File: config.mk
export PLATFORM = sky130hd
export DESIGN_NAME = apb_master
export DESIGN_NICKNAME = d
export VERILOG_FILES = /design/src/rtl/apb_master.sv
export SDC_FILE = /design/constraint.sdc
export NUM_CORES = 1
export LEC_CHECK = 0
export ABC_AREA = 1
export BUFFER_PORTS_ARGS = -buffer_cell sky130_fd_sc_hd__buf_2
export CAP_MARGIN = 10
export CORE_MARGIN = 3
export CORE_UTILIZATION = 41
export DETAILED_ROUTE_END_ITERATION = 8
export PLACE_DENSITY = 0.76
export SKIP_LAST_GASP = 1
export SLEW_MARGIN = 30
export SYNTH_ARGS = -nofsm -noshare
export SYNTH_HDL_FRONTEND = slang
export SYNTH_SLANG_ARGS = --single-unit
File: constraint.sdc
create_clock -name PCLK -period 3.6 [get_ports PCLK]
set_input_delay 1.08 -clock PCLK [delete_from_list [all_inputs] [get_ports PCLK]]
set_output_delay 1.08 -clock PCLK [all_outputs]
set_load 0.02 [all_outputs]
File: src/rtl/apb_master.sv
// APB master: one command at a time through IDLE -> SETUP -> ACCESS; APB_MASTER_TIMEOUT_EN adds a stalled-ACCESS abort.
// Latency: 3 cycles from accept to rsp_valid, plus one cycle per PREADY wait state; rsp_valid is a one-cycle pulse.
// Backpressure: cmd_ready is high only in IDLE, commands are never queued, and the response cannot be stalled.
module apb_master #(
  parameter int TIMEOUT_CYCLES = 16
) (
  input  logic        PCLK,
  input  logic        PRESET,
  input  logic        cmd_valid,
  output logic        cmd_ready,
  input  logic        cmd_write,
  input  logic [31:0] cmd_addr,
  input  logic [31:0] cmd_wdata,
  output logic        rsp_valid,
  output logic [31:0] rsp_rdata,
  output logic        rsp_err,
  output logic        PSEL,
  output logic        PENABLE,
  output logic        PWRITE,
  output logic [31:0] PADDR,
  output logic [31:0] PWDATA,
  input  logic [31:0] PRDATA,
  input  logic        PREADY
);

  typedef enum logic [1:0] {IDLE, SETUP, ACCESS} state_t;

  state_t      state_q, state_d;
  logic        cmd_ready_d, psel_d, penable_d, pwrite_d, rsp_valid_d;
  logic [31:0] paddr_d, pwdata_d, rsp_rdata_d;
  logic        timeout_hit;

`ifdef APB_MASTER_TIMEOUT_EN
  localparam int CW = $clog2(TIMEOUT_CYCLES + 1);
  logic [CW-1:0] tmo_q;

  // The edge that would be the TIMEOUT_CYCLES-th stalled ACCESS cycle aborts instead.
  assign timeout_hit = (state_q == ACCESS) && !PREADY &&
                       (tmo_q == CW'(TIMEOUT_CYCLES - 1));

  always_ff @(posedge PCLK or posedge PRESET) begin
    if (PRESET) begin
      tmo_q   <= '0;
      rsp_err <= 1'b0;
    end else begin
      rsp_err <= timeout_hit;
      if (state_q != ACCESS) tmo_q <= '0;
      else if (!PREADY)      tmo_q <= tmo_q + 1'b1;
    end
  end
`else
  assign timeout_hit = 1'b0;
  assign rsp_err     = 1'b0;
`endif

  always_comb begin
    state_d     = state_q;
    cmd_ready_d = cmd_ready;
    psel_d      = PSEL;
    penable_d   = PENABLE;
    pwrite_d    = PWRITE;
    paddr_d     = PADDR;
    pwdata_d    = PWDATA;
    rsp_valid_d = 1'b0;
    rsp_rdata_d = rsp_rdata;
    case (state_q)
      IDLE: begin
        if (cmd_valid && cmd_ready) begin
          state_d     = SETUP;
          cmd_ready_d = 1'b0;
          psel_d      = 1'b1;
          penable_d   = 1'b0;
          pwrite_d    = cmd_write;
          paddr_d     = cmd_addr;
          pwdata_d    = cmd_wdata;
        end
      end
      SETUP: begin
        state_d   = ACCESS;
        penable_d = 1'b1;
      end
      ACCESS: begin
        // PREADY wins over a timeout landing on the same edge.
        if (PREADY || timeout_hit) begin
          state_d     = IDLE;
          cmd_ready_d = 1'b1;
          psel_d      = 1'b0;
          penable_d   = 1'b0;
          rsp_valid_d = 1'b1;
          rsp_rdata_d = (PREADY && !PWRITE) ? PRDATA : 32'h0;
        end
      end
      default: begin
        state_d     = IDLE;
        cmd_ready_d = 1'b1;
        psel_d      = 1'b0;
        penable_d   = 1'b0;
      end
    endcase
  end

  always_ff @(posedge PCLK or posedge PRESET) begin
    if (PRESET) begin
      state_q   <= IDLE;
      cmd_ready <= 1'b1;
      PSEL      <= 1'b0;
      PENABLE   <= 1'b0;
      PWRITE    <= 1'b0;
      PADDR     <= 32'h0;
      PWDATA    <= 32'h0;
      rsp_valid <= 1'b0;
      rsp_rdata <= 32'h0;
    end else begin
      state_q   <= state_d;
      cmd_ready <= cmd_ready_d;
      PSEL      <= psel_d;
      PENABLE   <= penable_d;
      PWRITE    <= pwrite_d;
      PADDR     <= paddr_d;
      PWDATA    <= pwdata_d;
      rsp_valid <= rsp_valid_d;
      rsp_rdata <= rsp_rdata_d;
    end
  end

endmodule

-- Word level (Yosys, flattened, before mapping)
Index checks and enable logic that the tools add are counted.
- bits in registers: 103
- input port bits: 101
- output and inout bits: 102
- word-level logic and storage cells: 35
- equal/unequal tests: 4
- multiplexer cells: 13
- bitwise gates (word level): 1
- reductions and logical operators: 8
- operators by type and width (cell ; count):
    $mux 32 ; 1
    $pmux 1 s3 ; 3
    $mux 1 ; 6
    $pmux 2 s3 ; 1
    $reduce_and 2->1 ; 3
    $mux 2 ; 2
    $ne 2x2->1 const B ; 2
    $reduce_and 3->1 ; 1
    $eq 2x1->1 const B ; 1
    $eq 2x2->1 const B ; 1
    $logic_and 1x1->1 ; 2
    $logic_not 2->1 ; 1
    $logic_not 1->1 ; 1
    $not 1->1 ; 1

-- Logic depth before layout (Yosys ltp)
Gate-level depths: netlist of run 1.
- word-level depth: 3
- gate-level depth with buffers: 7
- gate-level depth less buffers: 5

-- Worst setup path before layout of run 1
No wires, ideal clock.
- path type: input -> register
- start point: in cmd_valid
- end point: reg PADDR[10]
- setup time: 117 ps
- arrival time: 1656 ps
- data required time: 3483 ps
- slack: 1827 ps
- cell stages on the path: 7
- buffers on the path: 2
- cell sequence: nand2_1 inv_1 nand2_1 buf_4 buf_6 nand2_1 nand2_1
- cells in the longest elaborated chain, start to end: 2
- RTL lines (element ; RTL line ; source):
    from (decl) ; 9 ; input logic cmd_valid,
    $logic_and 1x1->1 ; 68 ; if (cmd_valid && cmd_ready) begin
    $reduce_and 2->1 (no source line) ; -- ;
    to (signal assigned) ; 119 ; PADDR <= paddr_d;
    to (decl) ; 20 ; output logic [31:0] PADDR,
No other way between the ends.
A chain may end at the register's enable or synchronous reset.

-- Final worst setup path of run 1
- start point: reg cmd_ready
- end point: out cmd_ready
- RTL lines (element ; RTL line ; source):
    from (decl) ; 10 ; output logic cmd_ready,
    from (signal assigned) ; 115 ; cmd_ready <= cmd_ready_d;
No word-level cell between the ends.

==> results of run 1 <==
[kinds of logic after synthesis]
family	Yosys count	synth area share
simple gates	306	0.3145
other cells	1	0.0009222
compound gates	1	0.001230
buf+inv	41	0.05538
flops	102	0.6280
[per-stage QoR]
step	instances	utilization
finish	772	0.5618
global route	772	0.5618
CTS	772	0.5618
detailed placement	756	0.5431
global placement	756	0.5421
floorplan	451	-
[cell usage in the layout, fill, tap and decap left out, types with 2 or more instances in the layout]
cell type and count:
clkinv_2 2, nor2_1 3, buf_4 4, clkbuf_8 10
nand3_1 97, clkinv_4 2, inv_1 8, nor2_4 2
buf_2 201, nand2_1 201, dfrtp_1 101, clkinvlp_4 2
buf_12 2
[per-layer routing]
layer  wire length, um  global-route usage  share of wire
met2              5082              0.3106           0.48
met5                 0                   0              0
met3               863             0.05083          0.082
met1              4460              0.2378           0.42
met4                95             0.04440         0.0090
[worst reg2reg max path, cell delays in order (launching register included)]
cell and delay [ps]:
dfstp_2 560, nand2_1 70, inv_2 60, nand2_2 330, buf_12 340, nand2_1 90, nand2_1 50
[layout make-up]
| cell class | count | area [um2] | share of cell area |
|---|---|---|---|
| Clock buffer | 11 | 141.4 | 0.02661 |
| Clock inverter | 5 | 35.03 | 0.006593 |
| Inverter | 10 | 41.29 | 0.007770 |
| Multi-Input combinational cell | 308 | 1305 | 0.2456 |
| Sequential cell | 102 | 2554 | 0.4806 |
| Tap cell | 129 | 161.4 | 0.03037 |
| Timing Repair Buffer | 207 | 1076 | 0.2025 |
[flip-flops by register name (all words and copies together) (netlist names)]
register,cells
PADDR,32
PSEL,1
PWDATA,32
PWRITE,1
cmd_ready,1
rsp_rdata,32
rsp_valid,1
state_q,2
[power groups by stage]
stage / clock [W] / combinational [W] / sequential [W]
finish: 0.000647 / 0.00228 / 0.00197
floorplan: 0 / 0.000928 / 0.00258
global placement: 0 / 0.00225 / 0.00197
detailed placement: 0 / 0.00232 / 0.00198
global route: 0.000729 / 0.00251 / 0.00203
CTS: 0.000673 / 0.00231 / 0.00197
[how the worst max path moves through the flow]
stage          slack (ps)                  endpoint                    from
6_report             1450                 cmd_ready   cmd_ready$_DFFE_PP1P_
2_1_floorplan        1300      PADDR[0]$_DFFE_PP0P_                  PRESET
5_1_grt              1390                   PENABLE  state_q[1]$_DFFE_PP0P_
3_5_place_dp         1310      PADDR[4]$_DFFE_PP0P_               cmd_valid
4_1_cts              1420                 cmd_ready   cmd_ready$_DFFE_PP1P_
3_3_place_gp         1160  rsp_rdata[0]$_DFFE_PP0P_                  PREADY
==> results.py, run 1 <==
metrics = {
    "timing": {
        "min_period_ps": 2146,
        "worstMarginPinSlew_ps": 712.8,
        "finalSetupViolCount": 0,
        "final.setup.tns_ps": 0,
        "finalWorstSetupSlack_ps": 1454,
        "fmax_mhz": 466.0,
        "hold_viol": 0,
        "rsz0062_at_grt": "false",
        "finClkSkew_ps": 13.73,
        "holdWs_ps": 474.2,
        "layout_worst_path_cycle_share": 0.5961,
        "slew_violations": 0,
        "slew_headroom": 0.5238,
    },
    "synthesis": {
        "synth_cells": 451,
        "synth.most_common_cell": "nand2_1",
        "syn_nets": 552,
        "async_reset_ff_frac": 1.000,
        "synthTopCellsByArea": "dfrtp_1 62%, nand2_1 19%, nand3_1 12%, buf_2 2.2%, buf_4 1.7%",
        "synth_top_area_cell": "dfrtp_1",
        "netlist_area_mm2": 0.004066,
        "synth_top_area_frac": 0.6215,
        "syn_area_per_cell_um2": 9.016,
        "ys_ff_latch": 102,
        "ys.flop_type": "dfrtp_1",
        "synth_cell_types": 14,
        "synth_warnings": 0,
        "synth-edff-count": 0,
        "synth_common_cells": "202 x nand2_1, 101 x dfrtp_1, 98 x nand3_1, 18 x buf_2, 10 x inv_1",
        "yosysSeqAreaShare": 0.6280,
    },
    "worst_setup_path": {
        "critical_path.slowest_cell": "dfstp_2",
        "path_cells": "buf_2",
        "required_ps": 2520,
        "cp-end-kind": "output pin",
        "crit_buf_inv": 1,
        "cp-start-kind": "register",
        "reg2reg_slack_ps": 2000,
        "reg2reg_from": "cmd_ready$_DFFE_PP1P_",
        "cp.arrival_ps": 1070,
        "crit_path_max_fanout": 3,
        "slowest_delay_ps": 560,
        "critPathKind": "reg2out",
        "rr_worst_depth": 6,
        "crit_cells": 1,
        "r2r_end": "PWDATA[15]$_DFFE_PP0P_",
        "critPathTopFamily": "flip-flops",
    },
    "clocking": {
        "numCtsBuffers": 9,
        "cts_root_buf": "clkbuf_8",
        "clk_pin_slew_ps": 90,
        "htree_levels": 3,
        "clk_latency_ps": 350,
        "cts_tree": "yes",
        "cts_buffer_depth": 2,
        "ctsHoldBuffers": 0,
        "cts_sinks": 102,
        "post-cts-setup-buffer-count": 0,
        "cts_resized": 0,
    },
    "cells_and_area": {
        "nNetsFinal": 739,
        "antenna_cells": 0,
        "stdcell_area_mm2": 0.005314,
        "syn_to_final_growth_pct": 30.68,
        "fillers": 885,
        "drive_above_1_share": 0.3577,
    },
    "drt": {
        "drt_iter0_markers": 257,
        "drtPass1Iterations": 4,
        "finalWirelength_mm": 10.50,
        "drtAntennaViolNets": 0,
        "route.detailed.drc": 0,
        "routedWlPerCell_um": 13.60,
        "vias": 3698,
        "avgViaCountPerCell": 4.790,
    },
    "placed_design": {
        "placed_area_mm2": 0.005137,
        "dpl.hpwl_mm": 7.450,
        "port_buffers": 201,
        "place_congestion": 0.7107,
        "dp_slack_ps": 1309,
    },
    "pwr": {
        "pwr-share-comb": 0.465,
        "power_w": 0.004893,
        "leakage_nw": 3.175,
        "netSwitchingFraction": 0.4609,
        "ir_drop_uv": 432.8,
        "p_int_w": 0.002638,
        "seqPwrFrac": 0.403,
        "p_switching_w": 0.002255,
        "powerDensity_mw_per_mm2": 920.7,
        "pwr-share-clk": 0.132,
    },
    "run_status": {
        "status": "complete, no violations",
    },
    "grt": {
        "grt_max_degree": 67,
        "grt_pass1_wl_mm": 16.92,
        "grt_util_all_layers": 0.1846,
        "grt_pass1_vias": 3518,
        "antenna_found_initial": 0,
        "grt-ovfl-total": 0,
    },
    "floorplanning": {
        "dieArea_mm2": 0.01115,
        "die_w_um": 105.6,
        "ios": 203,
        "core_area_mm2": 0.009459,
        "rows": 35,
        "initial_core_util": 0.4299,
        "dieHeight_um": 105.6,
    },
    "min_path": {
        "hp-start": "PADDR[31]$_DFFE_PP0P_",
        "min_to": "PADDR[31]$_DFFE_PP0P_",
        "min_path_type": "reg2reg",
        "hold_depth": 2,
    },
    "run": {
        "max-cap-violations": 0,
    },
}
(Power assumes the default switching activity.)
==> inputs of run 2 (changes only) <==
Settings changed: CORE_UTILIZATION 41 to 46, PLACE_DENSITY 0.76 to 0.8.
Clock period 3.6 ns to 2.11 ns, I/O delays scaled along.
==> results.py, run 2 (synthesized netlist as in run 1, its figures left out) <==
metrics = {
    "run_status": {
        "status": "complete, no violations",
    },
    "cells_and_area": {
        "drive_above_1_share": 0.3601,
        "antenna_cells": 0,
        "fillers": 738,
        "syn_to_final_growth_pct": 31.66,
        "final_cell_mix": "201 x nand2_1, 201 x buf_2, 101 x dfrtp_1",
        "nNetsFinal": 743,
        "top_regs": "PADDR x32, PWDATA x32, rsp_rdata x32",
    },
    "drt": {
        "drtAntennaViolNets": 0,
        "drtPass1Iterations": 4,
        "avgViaCountPerCell": 4.906,
        "vias": 3689,
        "route.detailed.drc": 0,
        "finalWirelength_mm": 10.75,
        "routedWlPerCell_um": 14.29,
        "drt_iter0_markers": 120,
    },
    "pwr": {
        "leakage_nw": 3.210,
        "ir_drop_uv": 759.9,
        "powerDensity_mw_per_mm2": 1615,
        "power_w": 0.008646,
    },
    "timing": {
        "finClkSkew_ps": 16.79,
        "fmax_mhz": 580.4,
        "min_period_ps": 1723,
        "hold_viol": 0,
        "slew_headroom": 0.6126,
        "slew_violations": 0,
        "worstMarginPinSlew_ps": 581.1,
        "finalSetupViolCount": 0,
        "final.setup.tns_ps": 0,
        "holdWs_ps": 348.0,
        "rsz0062_at_grt": "false",
        "layout_worst_path_cycle_share": 0.8165,
    },
    "worst_setup_path": {
        "crit_buf_inv": 1,
        "critPathTopFamily": "flip-flops",
        "cp-start-kind": "register",
        "required_ps": 1480,
        "crit_path_max_fanout": 3,
        "critPathKind": "reg2out",
        "cp-end-kind": "output pin",
        "path_cells": "buf_2",
        "cp.arrival_ps": 1090,
        "critical_path.slowest_cell": "dfstp_2",
        "slowest_delay_ps": 560,
    },
    "grt": {
        "grt-ovfl-total": 0,
        "grt_util_all_layers": 0.2172,
        "grt_pass1_vias": 3620,
        "grt_pass1_wl_mm": 17.16,
        "grt_max_degree": 56,
        "antenna_found_initial": 0,
    },
    "clocking": {
        "numCtsBuffers": 9,
        "clk_pin_slew_ps": 90,
        "cts_root_buf": "clkbuf_8",
        "ctsHoldBuffers": 0,
        "cts_buffer_depth": 2,
        "clk_latency_ps": 360,
        "cts_tree": "yes",
        "cts_sinks": 102,
        "post-cts-setup-buffer-count": 0,
        "htree_levels": 3,
        "cts_resized": 0,
    },
    "run": {
        "max-cap-violations": 0,
    },
    "floorplanning": {
        "die_w_um": 100.0,
        "initial_core_util": 0.4851,
        "rows": 33,
        "dieHeight_um": 100.0,
        "dieArea_mm2": 0.01000,
        "core_area_mm2": 0.008382,
        "ios": 203,
    },
    "min_path": {
        "min_path_type": "in2async",
    },
    "placed_design": {
        "place_congestion": 0.8142,
        "dpl.hpwl_mm": 7.946,
        "port_buffers": 201,
    },
}
-- run 2: changes by cell type in the layout (fill, tap and decap cells not counted), sizes merged --
cell,before,now
buf,207,211
bufinv,0,2
clkbuf,11,10
clkinv,4,3
-- run 2: stage by stage --
step / setup slack [ps] / cell area [um2] / instances / utilization
2_1_floorplan: 260.2 / 4070 / 451 / -
3_3_place_gp: 469.8 / 5140 / 736 / 0.6132
3_5_place_dp: 454.9 / 5140 / 736 / 0.6132
4_1_cts: 359.2 / 5354 / 752 / 0.6388
5_1_grt: 341.0 / 5354 / 752 / 0.6388
6_report: 387.2 / 5354 / 752 / 0.6388
-- run 2: final timing paths --
| check | start | slack [ps] | to | depth (start not counted) |
|---|---|---|---|---|
| worst max-delay path | cmd_ready$_DFFE_PP1P_ | 390 | cmd_ready | 1 |
| worst max register to register | cmd_ready$_DFFE_PP1P_ | 620 | PADDR[26]$_DFFE_PP0P_ | 6 |
| max in group asynchronous | PRESET | 1220 | PADDR[2]$_DFFE_PP0P_ | 3 |
| min in group PCLK | PWDATA[25]$_DFFE_PP0P_ | 470 | PWDATA[25]$_DFFE_PP0P_ | 2 |
| worst min register to register | PWDATA[25]$_DFFE_PP0P_ | 470 | PWDATA[25]$_DFFE_PP0P_ | 2 |
| worst min-delay path | PRESET | 350 | rsp_rdata[22]$_DFFE_PP0P_ | 3 |
-- run 2: layout make-up --
type | count | area, um2 | share of cell area
Tap cell | 105 | 131.4 | 0.02454
Clock inverter | 6 | 86.33 | 0.01613
Clock buffer | 10 | 127.6 | 0.02384
Inverter | 10 | 41.29 | 0.007712
Sequential cell | 102 | 2554 | 0.4770
Multi-Input combinational cell | 308 | 1295 | 0.2419
Timing Repair Buffer | 211 | 1119 | 0.2089
-- run 2: where the power goes --
group          total, W  switching (W)  internal, W  leakage [nW]
Combinational   0.00397        0.00272      0.00125          1.82
Sequential      0.00336       0.000519      0.00284          1.28
Clock           0.00132       0.000654     0.000667         0.106
-- run 2: tightest hold or removal path, cell delays in order --
cell and delay (ps):
buf_2 110, clkinvlp_4 80, buf_12 270
-- run 2: metal layers --
layer  track usage  vias to the layer above  part of all wire
met2        0.3730                      146              0.50
met3       0.06602                       12             0.086
met4       0.07461                        0             0.016
met5             0                        -                 0
met1        0.2606                     1726              0.40
li1              -                     1805                 -
